`src/rtl/jogador_automatico.sv`:
```
// Automatic player for the memory game: replays a fixed, cycle-exact press schedule
// and can inject one timeout or one wrong button at a chosen (rodada, jogada).
module jogador_automatico #(
  parameter int NUM_RODADAS = 16,
  parameter int T_JOGAR     = 5,
  parameter int T_INICIO    = 10,
  parameter int T_PRESS     = 5,
  parameter int T_GAP       = 5,
  parameter int T_ATRASO    = 6
) (
  input  logic       clock,
  input  logic       reset,
  input  logic       iniciar,
  input  logic [1:0] inj_tipo,
  input  logic [3:0] inj_rodada,
  input  logic [3:0] inj_jogada,
  input  logic       pronto,
  input  logic       ganhou,
  input  logic       perdeu,
  output logic       jogar,
  output logic [3:0] botoes,
  output logic       ocupado,
  output logic       fim,
  output logic       ganhou_vis,
  output logic       perdeu_vis,
  output logic [3:0] db_rodada,
  output logic [3:0] db_jogada,
  output logic [3:0] db_estado
);

  typedef enum logic [3:0] {
    OCIOSO    = 4'h0,
    JOGAR     = 4'h1,
    ESPERA    = 4'h2,
    ATRASO    = 4'h3,
    PRESSIONA = 4'h4,
    SOLTA     = 4'h5,
    PROXIMA   = 4'h6,
    FIM       = 4'hF
  } estado_t;

  localparam logic [3:0] ULTIMA = 4'(NUM_RODADAS - 1);

  estado_t    estado_q, estado_d;
  logic [7:0] timer_q, timer_d;
  logic [3:0] rodada_q, rodada_d, jogada_q, jogada_d;
  logic [1:0] inj_tipo_q;
  logic [3:0] inj_rodada_q, inj_jogada_q;
  logic       inicia, encerra, ocupado_atual, indices_casam, troca;
  logic [1:0] botao_idx;
  logic [3:0] botoes_d;

  // Each timed state lasts T cycles: load T-1 on entry, leave when the timer is 0.
  function automatic logic [7:0] recarga(input estado_t e);
    case (e)
      JOGAR:     recarga = 8'(T_JOGAR - 1);
      ESPERA:    recarga = 8'(T_INICIO - 1);
      ATRASO:    recarga = 8'(T_ATRASO - 1);
      PRESSIONA: recarga = 8'(T_PRESS - 1);
      SOLTA:     recarga = 8'(T_GAP - 1);
      default:   recarga = 8'd0;
    endcase
  endfunction

  always_comb begin
    estado_d      = estado_q;
    timer_d       = timer_q;
    rodada_d      = rodada_q;
    jogada_d      = jogada_q;
    inicia        = 1'b0;
    encerra       = 1'b0;
    ocupado_atual = (estado_q != OCIOSO) && (estado_q != FIM);

    if (!ocupado_atual) begin
      if (iniciar) begin
        estado_d = JOGAR;
        rodada_d = 4'd0;
        jogada_d = 4'd0;
        inicia   = 1'b1;
      end
    end else if (pronto) begin
      estado_d = FIM;
      encerra  = 1'b1;
    end else if (estado_q == PROXIMA) begin
      if (jogada_q < rodada_q) begin
        jogada_d = jogada_q + 4'd1;
        estado_d = PRESSIONA;
      end else if (rodada_q == ULTIMA) begin
        estado_d = FIM;
      end else begin
        jogada_d = 4'd0;
        rodada_d = rodada_q + 4'd1;
        estado_d = PRESSIONA;
      end
    end else if (timer_q != 8'd0) begin
      timer_d = timer_q - 8'd1;
    end else begin
      case (estado_q)
        JOGAR:     estado_d = ESPERA;
        ESPERA:    estado_d = PRESSIONA;
        ATRASO:    estado_d = PRESSIONA;
        PRESSIONA: estado_d = SOLTA;
        SOLTA:     estado_d = PROXIMA;
        default:   estado_d = OCIOSO;
      endcase
    end

    // Match is evaluated against the indices of the press about to start.
    indices_casam = (rodada_d == inj_rodada_q) && (jogada_d == inj_jogada_q);
    if ((estado_d == PRESSIONA) && ((estado_q == ESPERA) || (estado_q == PROXIMA))
        && (inj_tipo_q == 2'b01) && indices_casam)
      estado_d = ATRASO;

    if (estado_d != estado_q)
      timer_d = recarga(estado_d);

    troca     = (inj_tipo_q == 2'b10) && indices_casam;
    botao_idx = jogada_d[1:0] + {1'b0, troca};
    botoes_d  = (estado_d == PRESSIONA) ? (4'b0001 << botao_idx) : 4'b0000;
  end

  always_ff @(posedge clock) begin
    if (reset) begin
      estado_q     <= OCIOSO;
      timer_q      <= 8'd0;
      rodada_q     <= 4'd0;
      jogada_q     <= 4'd0;
      inj_tipo_q   <= 2'b00;
      inj_rodada_q <= 4'd0;
      inj_jogada_q <= 4'd0;
      jogar        <= 1'b0;
      botoes       <= 4'b0000;
      ocupado      <= 1'b0;
      fim          <= 1'b0;
      ganhou_vis   <= 1'b0;
      perdeu_vis   <= 1'b0;
    end else begin
      estado_q <= estado_d;
      timer_q  <= timer_d;
      rodada_q <= rodada_d;
      jogada_q <= jogada_d;
      if (inicia) begin
        inj_tipo_q   <= inj_tipo;
        inj_rodada_q <= inj_rodada;
        inj_jogada_q <= inj_jogada;
      end
      // Outputs come from the next state so they line up with db_estado.
      jogar   <= (estado_d == JOGAR);
      botoes  <= botoes_d;
      ocupado <= (estado_d != OCIOSO) && (estado_d != FIM);
      fim     <= (estado_d == FIM);
      if (inicia) begin
        ganhou_vis <= 1'b0;
        perdeu_vis <= 1'b0;
      end else if (encerra) begin
        ganhou_vis <= ganhou;
        perdeu_vis <= perdeu;
      end
    end
  end

  assign db_estado = estado_q;
  assign db_rodada = rodada_q;
  assign db_jogada = jogada_q;

endmodule

```
`config.mk`:
```
export PLATFORM = sky130hd
export DESIGN_NAME = jogador_automatico
export DESIGN_NICKNAME = d
export VERILOG_FILES = /design/src/rtl/jogador_automatico.sv
export SDC_FILE = /design/constraint.sdc
export NUM_CORES = 1
export LEC_CHECK = 0
export ABC_CLOCK_PERIOD_IN_PS = 3400
export BUFFER_PORTS_ARGS = -buffer_cell sky130_fd_sc_hd__buf_2
export CAP_MARGIN = 20
export CORE_UTILIZATION = 50
export DETAILED_ROUTE_END_ITERATION = 10
export GPL_TIMING_DRIVEN = 0
export PLACE_DENSITY = 0.82
export SYNTH_ARGS = -nofsm -noshare
export SYNTH_HDL_FRONTEND = slang
export SYNTH_SLANG_ARGS = --single-unit
```
`constraint.sdc`:
```
create_clock -name clock -period 3.4 [get_ports clock]
set_input_delay 0 -clock clock [delete_from_list [all_inputs] [get_ports clock]]
set_output_delay 0 -clock clock [all_outputs]
set_load 0.1 [all_outputs]
```
### After elaboration in Yosys (flattened, before gate mapping)

Cells that the tools add are included.

| cells by class | value |
|---|---|
| add/subtract/negate cells | 4 |
| reductions and logical operators | 18 |
| shifts and indexed selects | 1 |
| bitwise operators | 1 |
| multiplexer cells | 31 |
| magnitude comparators | 1 |
| equality and inequality tests | 23 |

Operators with widths:

| cell | count |
|---|---|
| $mux W4 | 20 |
| $mux W8 | 5 |
| $eq A4 B3 Y1 const B | 6 |
| $eq A4 B2 Y1 const B | 4 |
| $pmux W3 S4 | 1 |
| $pmux W4 S3 | 1 |
| $add A4 B1 Y4 const B | 2 |
| $eq A4 B1 Y1 const B | 2 |
| $eq A4 B4 Y1 | 2 |
| $eq A4 B4 Y1 const B | 2 |
| $ne A4 B4 Y1 const B | 2 |
| $reduce_bool A4 Y1 | 2 |
| $reduce_bool A8 Y1 | 1 |
| $sub A8 B1 Y8 const B | 1 |
| $logic_and A1 B1 Y1 | 7 |
| $reduce_or A2 Y1 | 3 |
| $lt A4 B4 Y1 | 1 |
| $mux W1 | 4 |
| $ne A2 B1 Y1 const B | 2 |
| $ne A4 B4 Y1 | 1 |
| $reduce_and A4 Y1 | 1 |
| $reduce_bool A2 Y1 | 2 |
| $shl A1 B2 Y4 const A | 1 |
| $reduce_or A3 Y1 | 1 |
| 5 further kinds | 5 |

| storage, ports and cells | value |
|---|---|
| output and inout bits | 21 |
| word-level logic and storage cells | 92 |
| bits in registers | 39 |
| bits of input ports | 16 |

### Logic depth before layout (Yosys ltp)

Gate-level depths: netlist of the first run.

| logic depth | value |
|---|---|
| depth in word-level cells | 16 |
| mapped depth | 14 |

### Worst setup path after synthesis of the first run

OpenSTA, ideal clock, no wires.

| path | value |
|---|---|
| kind | register to register |
| start | register rodada_q[1], in the netlist db_rodada[1] |
| end | register botoes[3] |
| data required time | 3.322 ns |
| arrival | 4.031 ns |
| setup slack | -0.709 ns |
| cell stages (with the launch flop) | 15 |
| period minus slack after synthesis | 4.109 ns |
| cells stage by stage | dfxtp_1 > inv_1 > ha_1 > or3b_1 > a221o_1 > buf_6 > nor2_2 > a32o_2 > o221ai_2 > or4_4 > nor4b_1 > ha_1 > xor2_1 > nand2_1 > nor3_1 |

| between the ends | value |
|---|---|
| cells in the longest elaborated chain, start to end | 14 |
| elaborated cells on any way between the ends | 33 |
| those cells by class | add/sub (2); order compare (1); eq/ne (5); shift (1); mux (17); bitwise (1); reduce/logical (6) |

RTL lines:

| element | RTL line | text |
|---|---|---|
| start, declared | 46 | `logic [3:0] rodada_q, rodada_d, jogada_q, jogada_d;` |
| start signal, assigned | 140 | `rodada_q <= rodada_d;` |
| branches (longest 14 deep; another with $add A4 B1 Y4) | - |  |
| end signal, assigned | 149 | `botoes <= botoes_d;` |
| end, declared | 21 | `output logic [3:0] botoes,` |

Several ways; the timed one is not identified.
A chain may end at the register's enable or synchronous reset.

### Worst setup path in the final report of the first run

Same ends and word-level chain as after synthesis.

==> flow_summary_export.csv, run 1 <==
group,metric,value,unit
timing,finClkSkew,0.007728,ns
route,drt_first_pass_iters,6,
final_layout,num-nets-final,382,
synth,synth-edff-count,0,
global_routing,first_global_vias,2304,
synth,syn_nets,318,
critical_path,cp.required,3.62,ns
cts,h-tree-depth,2,
synth,ys_ff_latch,39,
synth,synthCells,295,
synth,yosysTopAreaCell,"dfxtp_1",
floorplanning,rows,24,
floorplanning,ios,37,
synth,netlist.area_leader.share,33.40,%
placement,dp_hpwl,4540,um
route,drt-initial-drc-count,200,
synth,synth_adder_area_share,3.747,%
floorplanning,die-area,4952,sq um
pwr,power.internal,1.155,mW
critical_path,path_max_fanout,8,
cts,clk_pin_slew_worst_paths,0.09,ns
final_layout,layout-drive-gt1-share,30.56,%
critical_path,end_kind,"flip-flop",
cts,cts_buffer_depth,2,
synth,synth_simple_gate_area_share,26.39,%
synth,synth_compound_area_share,26.07,%
worst_hold_path,hold_class,"input pin to flip-flop",
run_status,status,"finished, final reports clean",
route,wire_per_inst,16.31,um
global_routing,antenna_found_initial,0,
synth,synth_xor_area_share,4.122,%
timing,period_needed,3.388,ns
timing,finalCritPeriodShare,99.66,%
global_routing,grt_max_degree,15,
synth,syn_avg_cell_area,7.923,sq um
critical_path,reg2reg_to,"botoes[3]",
timing,tightest_slew,0.7229,ns
critical_path,reg2reg_from,"db_rodada[1]",
synth,ys.flop_type,"dfxtp_1",
route,vias,2535,
pwr,p_switching,1.266,mW
critical_path,reg2reg_setup_slack,0.01,ns
final_layout,area_growth,32.49,%
placement,post-place-ws,-0.07482,ns
placement,portBuffers,36,
floorplanning,die_w,70.37,um
pwr,p_seq_share,26.1,%
synth,ys_seq_area_share,33.40,%
flow_run,max-cap-violations,0,
final_layout,insertedDiodeCount,0,
route,drtAntennaViolNets,0,
cts,clkSinkCount,39,
floorplanning,core,4414,sq um
cts,numCtsBuffers,5,
final_layout,fin_util,70.15,%
route,vias_per_cell,6.153,
timing,holdWs,0.1211,ns
route,drc_errors,0,
timing,setup_viol,0,
worst_hold_path,holdPathEnd,"timer_q[3]",
critical_path,critical_path_class,"flip-flop to flip-flop",
timing,setup_slack,0.01165,ns
worst_hold_path,hold_path_depth,4,
critical_path,critPathArrivalTime,3.61,ns
route,totalWireLength,6719,um
timing,grt_setup_unrepaired,"true",
synth,synthMuxAreaShare,1.338,%
timing,finalMaxSlewViolations,0,
timing,fmax,0.2951,GHz
synth,synth.distinct_cells,60,
final_layout,n_fill_cell,331,
global_routing,grt_first_pass_wirelength,10720,um
cts,cts_root_buffer,"clkbuf_8",
pwr,power_frac_comb,60.4,%
global_routing,grt_usage,26.76,%
timing,slew_headroom,51.30,%
cts,insertion_delay,0.30,ns
timing,finalHoldViolCount,0,
pwr,p_leak,1.186,nW
floorplanning,fp.dieH,70.37,um
placement,gp_congestion,0.9559,
synth,synth_area,2337,sq um
pwr,p_sw_share,52.29,%
floorplanning,initial_utilization,52.95,%
worst_hold_path,hold_start,"iniciar",
final_layout,multiInputGateArea,1629,sq um
cts,cts_tree,"built",
global_routing,overflow,0,
pwr,clkPwrFrac,13.5,%
final_layout,seq_area,813.3,sq um
synth,synth.area.top_cells,"dfxtp_1, nand2_1, a21oi_1",
placement,placed_cell_area,2661,sq um
final_layout,final_cell_area,3097,sq um
critical_path,cp-start-kind,"flip-flop",
pwr,vdd_drop_max,0.4275,mV
pwr,cellPowerDensity,781.6,nW/um^2
critical_path,worstRegToRegCells,15,
synth,ys_warn_count,0,
synth,synth_top_family_by_area,"simple AND/OR/NAND/NOR gates",
synth,async_flop_share,0,%
-- critical path, stage by stage (launching register included) --
cell      delay, ns
dfxtp_4        0.38
inv_4          0.04
ha_4           0.15
or3b_4         0.39
a221o_1        0.32
buf_6          0.15
buf_4          0.14
nor2_2         0.10
a32o_2         0.16
o221ai_2       0.09
or4_4          0.46
nor4b_4        0.33
ha_4           0.21
xor2_2         0.18
nand2_1        0.08
nor3_1         0.13
-- cell usage in the layout, fill, tap and decap left out, types with 4 or more instances in the layout --
master | synthesis | routed
ha_1 | 7 | 4
or4_1 | 5 | 4
o211ai_1 | 7 | 7
nand3_1 | 9 | 8
nor3_2 | 0 | 4
dfxtp_2 | 0 | 5
a21oi_1 | 22 | 20
nor3_1 | 13 | 8
dlygate4sd3_1 | 0 | 13
inv_1 | 14 | 12
buf_4 | 0 | 9
dfxtp_4 | 0 | 7
xnor2_1 | 6 | 5
clkbuf_8 | 0 | 5
dfxtp_1 | 39 | 27
xor2_1 | 5 | 4
clkbuf_1 | 9 | 7
o21ai_0 | 11 | 10
nand2_1 | 37 | 37
buf_2 | 2 | 37
nor2_1 | 25 | 25
a211oi_1 | 5 | 5
nor2b_1 | 7 | 7
a31oi_1 | 6 | 5
-- state kept, by name, summed over array words and instances (netlist names) --
| name | cells |
|---|---|
| inj_rodada_q | 4 |
| fim | 1 |
| db_jogada | 4 |
| db_estado | 4 |
| timer_q | 8 |
| jogar | 1 |
| inj_jogada_q | 4 |
| ganhou_vis | 1 |
| inj_tipo_q | 2 |
| db_rodada | 4 |
| perdeu_vis | 1 |
| botoes | 4 |
| ocupado | 1 |
-- stage by stage --
stage	std cells	TNS, ns	power, mW
3_3_place_gp	383	0	1.927
6_report	412	0	2.420
3_5_place_dp	383	-0.1133	1.955
4_1_cts	408	0	2.323
5_1_grt	412	-0.1314	2.559
2_1_floorplan	295	0	1.693
-- what timing repair did --
item	4_1_cts	5_1_grt
endpoints found under the setup margin	4	6
hold endpoints to repair	13	0
buffers inserted	4	5
pin swaps	5	12
hold buffers	13	0
resized for setup	9	18
-- routing by layer --
metal / global-route usage [%] / wire length (um)
met5: 0 / 0
met4: 9.556 / 115
met2: 43.81 / 3242
met3: 5.195 / 515
met1: 34.76 / 2846
-- layout make-up --
| type | instances | share of cell area (%) |
|---|---|---|
| flip-flops and latches | 39 | 26.26 |
| well taps | 52 | 2.101 |
| plain buffers | 13 | 2.061 |
| clock inverters | 3 | 0.7677 |
| repair buffers | 58 | 12.20 |
| inverters | 14 | 1.778 |
| clock buffers | 5 | 2.222 |
| multi-input cells | 228 | 52.61 |
-- worst max-delay path by stage --
stage | start | end | cells after the start
after floorplan | db_rodada[1] | botoes[3] | 14
after global placement | db_estado[1] | botoes[3] | 12
after detailed placement | db_estado[1] | botoes[3] | 12
after CTS | db_rodada[1] | botoes[3] | 14
after global routing | db_rodada[2] | botoes[3] | 14
final | db_rodada[1] | botoes[3] | 15
-- synth_stat cells (all sizes together), types with 7 or more instances --
cell and number:
nor2b 7, a21oi 24, o21ai 11, nor3 13, inv 14, dfxtp 39
nand3 9, ha 7, clkbuf 9, o211ai 7, nor2 26, nand2 37
-- cells by family (layout without fill, tap and decap cells) --
| logic type | Yosys count | after routing |
|---|---|---|
| buffers and inverters | 28 | 93 |
| flip-flops | 39 | 39 |
| XOR/XNOR | 11 | 11 |
| adder cells (fa/ha/maj) | 7 | 7 |
| AO/OA/AOI/OAI | 85 | 85 |
| AND/OR/NAND/NOR | 122 | 122 |
| multiplexers | 3 | 3 |
-- power groups by stage --
stage	Sequential, mW	Clock, mW	Combinational, mW
floorplan	0.894	0	0.799
global placement	0.617	0	1.31
detailed placement	0.622	0	1.33
CTS	0.613	0.329	1.38
global route	0.648	0.350	1.56
finish	0.633	0.327	1.46
No activity file was read; power rests on OpenSTA's default activity.
==> run 2: changes to the inputs <==
--- a/config.mk
+++ b/config.mk
@@ -9,6 +9,7 @@
 export BUFFER_PORTS_ARGS = -buffer_cell sky130_fd_sc_hd__buf_2
 export CAP_MARGIN = 20
 export CORE_UTILIZATION = 50
+export CTS_BUF_LIST = sky130_fd_sc_hd__clkbuf_4
 export DETAILED_ROUTE_END_ITERATION = 10
 export GPL_TIMING_DRIVEN = 0
 export PLACE_DENSITY = 0.82
==> run 2 against run 1 <==
Combinational power about the same. Setup slack better by 0.033 ns. Largest power group unchanged. Critical path depth fell by 5. Die area unchanged.
==> flow_summary_export.csv, run 2 (same netlist as run 1, synthesis figures left out) <==
group,metric,value,unit
floorplanning,core,4414,sq um
global_routing,grt_usage,25.36,%
critical_path,critical_path_class,"flip-flop to flip-flop",
cts,numCtsBuffers,5,
cts,h-tree-depth,2,
placement,gp_congestion,0.9559,
timing,finalCritPeriodShare,98.68,%
route,wire_per_inst,16.00,um
global_routing,grt_max_degree,15,
critical_path,crit_chain,"ha_4 > or3b_4 > a221o_1 > buf_6 > a21oi_2 > a21oi_1 > o21ai_0 > o2111ai_1 > or3_4 > a221oi_2",
final_layout,layout-drive-gt1-share,29.53,%
pwr,vdd_drop_max,0.4167,mV
timing,slew_headroom,48.18,%
cts,cts_root_buffer,"clkbuf_4",
critical_path,critPathTopFamily,"compound AO/OA/AOI/OAI gates",
route,drc_errors,0,
final_layout,final_cell_mix,"buf_2, nand2_1, dfxtp_1",
final_layout,num-nets-final,381,
cts,cts_buffer_depth,2,
cts,clk_pin_slew_worst_paths,0.14,ns
timing,setup-tns-final,0,ns
global_routing,antenna_found_initial,0,
timing,tightest_slew,0.7739,ns
critical_path,critPathMaxStageDelay,0.54,ns
critical_path,crit_slowest_cell,"o21ai_0",
cts,cts_tree,"built",
timing,finalMaxSlewViolations,0,
route,drt_first_pass_iters,6,
final_layout,top_register,"timer_q",
pwr,cellPowerDensity,773.8,nW/um^2
critical_path,cp-start-kind,"flip-flop",
critical_path,end_kind,"flip-flop",
timing,fmax,0.2980,GHz
global_routing,first_global_vias,2168,
pwr,p_leak,1.173,nW
timing,finClkSkew,0.01703,ns
flow_run,max-cap-violations,0,
critical_path,worst-path-buf-inv,1,
final_layout,largest_reg_flops,8,
critical_path,path_max_fanout,9,
global_routing,overflow,0,
floorplanning,initial_utilization,52.95,%
cts,clkSinkCount,39,
final_layout,insertedDiodeCount,0,
critical_path,cp.required,3.70,ns
route,drtAntennaViolNets,0,
timing,setup_viol,0,
cts,insertion_delay,0.37,ns
global_routing,grt_first_pass_wirelength,10140,um
floorplanning,die_w,70.37,um
floorplanning,fp.dieH,70.37,um
route,totalWireLength,6578,um
placement,portBuffers,36,
route,vias_per_cell,6.273,
pwr,total_power,2.350,mW
floorplanning,ios,37,
placement,dp_hpwl,4540,um
timing,period_needed,3.355,ns
critical_path,critPathArrivalTime,3.65,ns
route,drt-initial-drc-count,227,
final_layout,area_growth,29.92,%
floorplanning,die-area,4952,sq um
run_status,status,"finished, final reports clean",
worst_hold_path,hold_class,"input pin to flip-flop",
floorplanning,rows,24,
timing,grt_setup_unrepaired,"true",
timing,finalHoldViolCount,0,
route,vias,2578,
[run 2: cell count changes in the layout (fill, tap and decap cells not counted), sizes merged]
| cell | previous run | this run |
|---|---|---|
| buf | 48 | 47 |
[run 2: power breakdown]
| part | total, mW | internal, mW | switching (mW) |
|---|---|---|---|
| registers | 0.634 | 0.544 | 0.0892 |
| clock network | 0.260 | 0.0828 | 0.177 |
| logic | 1.46 | 0.463 | 0.993 |
| total | 2.35 | 1.09 | 1.26 |
[run 2: cell type report]
| cell class | count | area, sq um |
|---|---|---|
| clock inverters | 3 | 23.77 |
| clock buffers | 5 | 37.54 |
| plain buffers | 13 | 63.81 |
| well taps | 52 | 65.06 |
| inverters | 14 | 55.05 |
| repair buffers | 57 | 370.4 |
| multi-input cells | 228 | 1608 |
| flip-flops and latches | 39 | 813.3 |
| fillers | 346 | 1378 |
[run 2: through the flow]
step	setup slack, ns	hold WS, ns	util (%)	std cells	cell area, sq um
3_5_place_dp	-0.07482	0.2464	60.29	383	2661
6_report	0.04483	0.03524	68.79	411	3037
2_1_floorplan	0.006717	0.1326	-	295	2416
4_1_cts	0.001332	0.1077	65.84	405	2907
5_1_grt	-0.1377	0.06164	68.79	411	3037
3_3_place_gp	0.03627	0.2419	60.29	383	2661
[run 2: path summary, 6_finish.rpt]
path	startpoint	endpoint	slack (ns)	cells past startpoint
worst max-delay path	db_jogada[1]	timer_q[0]	0.04	10
worst min-delay path	iniciar	timer_q[3]	0.04	4
worst max register to register	db_jogada[1]	timer_q[0]	0.04	10
worst min register to register	inj_rodada_q[1]	inj_rodada_q[1]	0.48	2
[run 2: routing by layer]
layer / GRT usage [%] / wire (um) / vias to the layer above
met5: 0 / 0 / -
li1: - / - / 1224
met1: 34.37 / 2880 / 1216
met2: 40.85 / 3111 / 121
met4: 9.111 / 105 / 0
met3: 3.463 / 480 / 17
[run 2: what timing repair did]
item / CTS / global route
hold buffers: 13 / 0
endpoints found under the hold margin: 13 / 0
pin swaps: 1 / 11
endpoints found under the setup margin: 4 / 9
setup buffers: 1 / 7
gates resized for setup: 6 / 16
[run 2: worst register-to-register path: cells and delay by family (launching register included)]
family                   cells  cell delay, ns
buffers and inverters        1            0.15
AO/OA/AOI/OAI                6            1.76
adder cells (fa/ha/maj)      1            0.16
AND/OR/NAND/NOR              2            0.82
flip-flops                   1            0.40
==> run 3: changes to the inputs <==
--- a/config.mk
+++ b/config.mk
@@ -8,11 +8,14 @@
 export ABC_CLOCK_PERIOD_IN_PS = 3400
 export BUFFER_PORTS_ARGS = -buffer_cell sky130_fd_sc_hd__buf_2
 export CAP_MARGIN = 20
-export CORE_UTILIZATION = 50
+export CELL_PAD_IN_SITES_DETAIL_PLACEMENT = 0
+export CELL_PAD_IN_SITES_GLOBAL_PLACEMENT = 1
+export CORE_UTILIZATION = 39
 export CTS_BUF_LIST = sky130_fd_sc_hd__clkbuf_4
 export DETAILED_ROUTE_END_ITERATION = 10
+export GPL_ROUTABILITY_DRIVEN = 0
 export GPL_TIMING_DRIVEN = 0
-export PLACE_DENSITY = 0.82
+export PLACE_DENSITY = 0.85
 export SYNTH_ARGS = -nofsm -noshare
 export SYNTH_HDL_FRONTEND = slang
 export SYNTH_SLANG_ARGS = --single-unit
==> run 3 against run 2 <==
Combinational power hardly changed. Register-to-register slack barely moved. Clock power increased by 31%. Cell count is 6.1% higher. Clock skew down 0.0076 ns.
==> flow_summary_export.csv, run 3 (same netlist as run 1, synthesis figures left out) <==
group,metric,value,unit
critical_path,reg2reg_setup_slack,0.06,ns
timing,tightest_slew,0.7640,ns
global_routing,grt_max_degree,14,
critical_path,critPathMaxStageDelay,0.52,ns
critical_path,end_kind,"flip-flop",
global_routing,grt_first_pass_wirelength,10540,um
critical_path,cp.required,3.71,ns
final_layout,final_common_cell,"nand2_1",
critical_path,path_max_fanout,9,
worst_hold_path,hold_path_depth,4,
final_layout,num-nets-final,386,
timing,slew_headroom,48.53,%
final_layout,final_cell_area,3164,sq um
global_routing,first_global_vias,2267,
final_layout,area_growth,35.39,%
final_layout,final_cell_mix,"nand2_1, buf_2, dfxtp_1",
floorplanning,die-area,6307,sq um
critical_path,cp-start-kind,"flip-flop",
global_routing,antenna_found_initial,0,
final_layout,final_cells,436,
pwr,p_switching,1.271,mW
route,vias_per_cell,5.929,
critical_path,crit_chain,"inv_4 > ha_4 > or3b_4 > a221o_1 > buf_6 > nor2_4 > a32o_2 > o221ai_2 > or4_4 > nor4b_4 > ha_2 > xnor2_2 > nand2_1 > nor3_2",
cts,cts_root_buffer,"clkbuf_4",
critical_path,critPathTopFamily,"simple AND/OR/NAND/NOR gates",
worst_hold_path,hold_start,"iniciar",
final_layout,layout-drive-gt1-share,31.87,%
route,drt-initial-drc-count,272,
timing,period_needed,3.344,ns
route,drtAntennaViolNets,0,
pwr,vdd_drop_max,0.4269,mV
pwr,cellPowerDensity,769.5,nW/um^2
placement,dp_hpwl,4695,um
floorplanning,core,5642,sq um
pwr,power_frac_comb,59.9,%
critical_path,worst-path-buf-inv,2,
critical_path,crit_slowest_cell,"or4_4",
route,wire_per_inst,16.23,um
cts,clkSinkCount,39,
floorplanning,die_w,79.42,um
global_routing,grt_usage,21.67,%
worst_hold_path,hold_class,"input pin to flip-flop",
pwr,total_power,2.435,mW
floorplanning,initial_utilization,41.43,%
route,totalWireLength,7078,um
final_layout,insertedDiodeCount,0,
worst_hold_path,holdPathEnd,"timer_q[3]",
cts,cts_buffer_depth,2,
cts,h-tree-depth,2,
route,drc_errors,0,
critical_path,critPathArrivalTime,3.65,ns
final_layout,fin_util,56.09,%
pwr,p_leak,1.218,nW
timing,finalCritPeriodShare,98.34,%
critical_path,reg2reg_to,"botoes[1]",
placement,placed_cell_area,2686,sq um
flow_run,max-cap-violations,0,
global_routing,overflow,0,
final_layout,top_register,"timer_q",
final_layout,largest_reg_flops,8,
timing,fmax,0.2991,GHz
critical_path,critical_path_class,"flip-flop to flip-flop",
run_status,status,"finished, final reports clean",
timing,finalMaxSlewViolations,0,
cts,cts_tree,"built",
route,drt_first_pass_iters,5,
route,vias,2585,
pwr,power.internal,1.164,mW
floorplanning,ios,37,
placement,portBuffers,36,
pwr,p_seq_share,26.1,%
placement,dp_cells,403,
cts,clk_pin_slew_worst_paths,0.14,ns
floorplanning,rows,27,
timing,finClkSkew,0.009458,ns
pwr,p_sw_share,52.19,%
pwr,clkPwrFrac,14.0,%
floorplanning,fp.dieH,79.42,um
timing,finalHoldViolCount,0,
cts,numCtsBuffers,5,
timing,setup-tns-final,0,ns
critical_path,worstRegToRegCells,14,
critical_path,reg2reg_from,"db_rodada[1]",
cts,insertion_delay,0.38,ns
timing,setup_viol,0,
run 3: power groups by stage:
stage / clock network [mW] / registers [mW] / logic, mW
floorplan: 0 / 0.894 / 0.799
CTS: 0.341 / 0.620 / 1.37
finish: 0.341 / 0.636 / 1.46
detailed placement: 0 / 0.629 / 1.33
global route: 0.362 / 0.645 / 1.57
global placement: 0 / 0.623 / 1.33
run 3: stage by stage:
step                hold WS (ns)  setup slack (ns)
detailed placement        0.2460          -0.07540
global placement          0.2413          -0.06222
global route             0.05193          -0.04371
floorplan                 0.1326          0.006717
finish                   0.05301           0.05631
CTS                      0.08813          0.009770
run 3: worst reg2reg max path, cell delays in order, from the launching register on:
cell      delay [ns]
dfxtp_4         0.38
inv_4           0.04
ha_4            0.16
or3b_4          0.40
a221o_1         0.32
buf_6           0.16
nor2_4          0.10
a32o_2          0.16
o221ai_2        0.10
or4_4           0.52
nor4b_4         0.27
ha_2            0.27
xnor2_2         0.15
nand2_1         0.11
nor3_2          0.13
run 3: per-layer routing:
metal  global-route usage (%)  share of wire, %  routed length (um)  up-vias
met5                        0                 0                   0        -
met4                    8.909               2.1                 148        0
met3                    4.114               5.7                 402       17
met2                    35.34                49                3468      104
met1                    27.88                43                3058     1233
li1                         -                 -                   -     1231
run 3: final cells by class:
class | instances | area [sq um]
fillers | 528 | 2477
multi-input cells | 228 | 1652
flip-flops and latches | 39 | 813.3
repair buffers | 62 | 407.9
well taps | 72 | 90.09
plain buffers | 13 | 66.31
inverters | 14 | 55.05
clock inverters | 3 | 42.54
clock buffers | 5 | 37.54
run 3: worst max path at each step:
stage / start / to / slack, ns / cells past startpoint
6_report: db_rodada[1] / botoes[1] / 0.06 / 14
5_1_grt: db_rodada[1] / botoes[3] / -0.04 / 14
4_1_cts: db_estado[3] / botoes[3] / 0.01 / 12
3_5_place_dp: db_estado[1] / botoes[3] / -0.08 / 12
3_3_place_gp: db_estado[1] / botoes[3] / -0.06 / 12
2_1_floorplan: db_rodada[1] / botoes[3] / 0.007 / 14
run 3: repair_timing:
action | 4_1_cts | 5_1_grt
endpoints found under the setup margin | 4 | 9
hold endpoints to repair | 13 | 0
gates resized for setup | 7 | 28
pin swaps | 4 | 16
hold buffers | 13 | 0
buffers inserted | 5 | 8
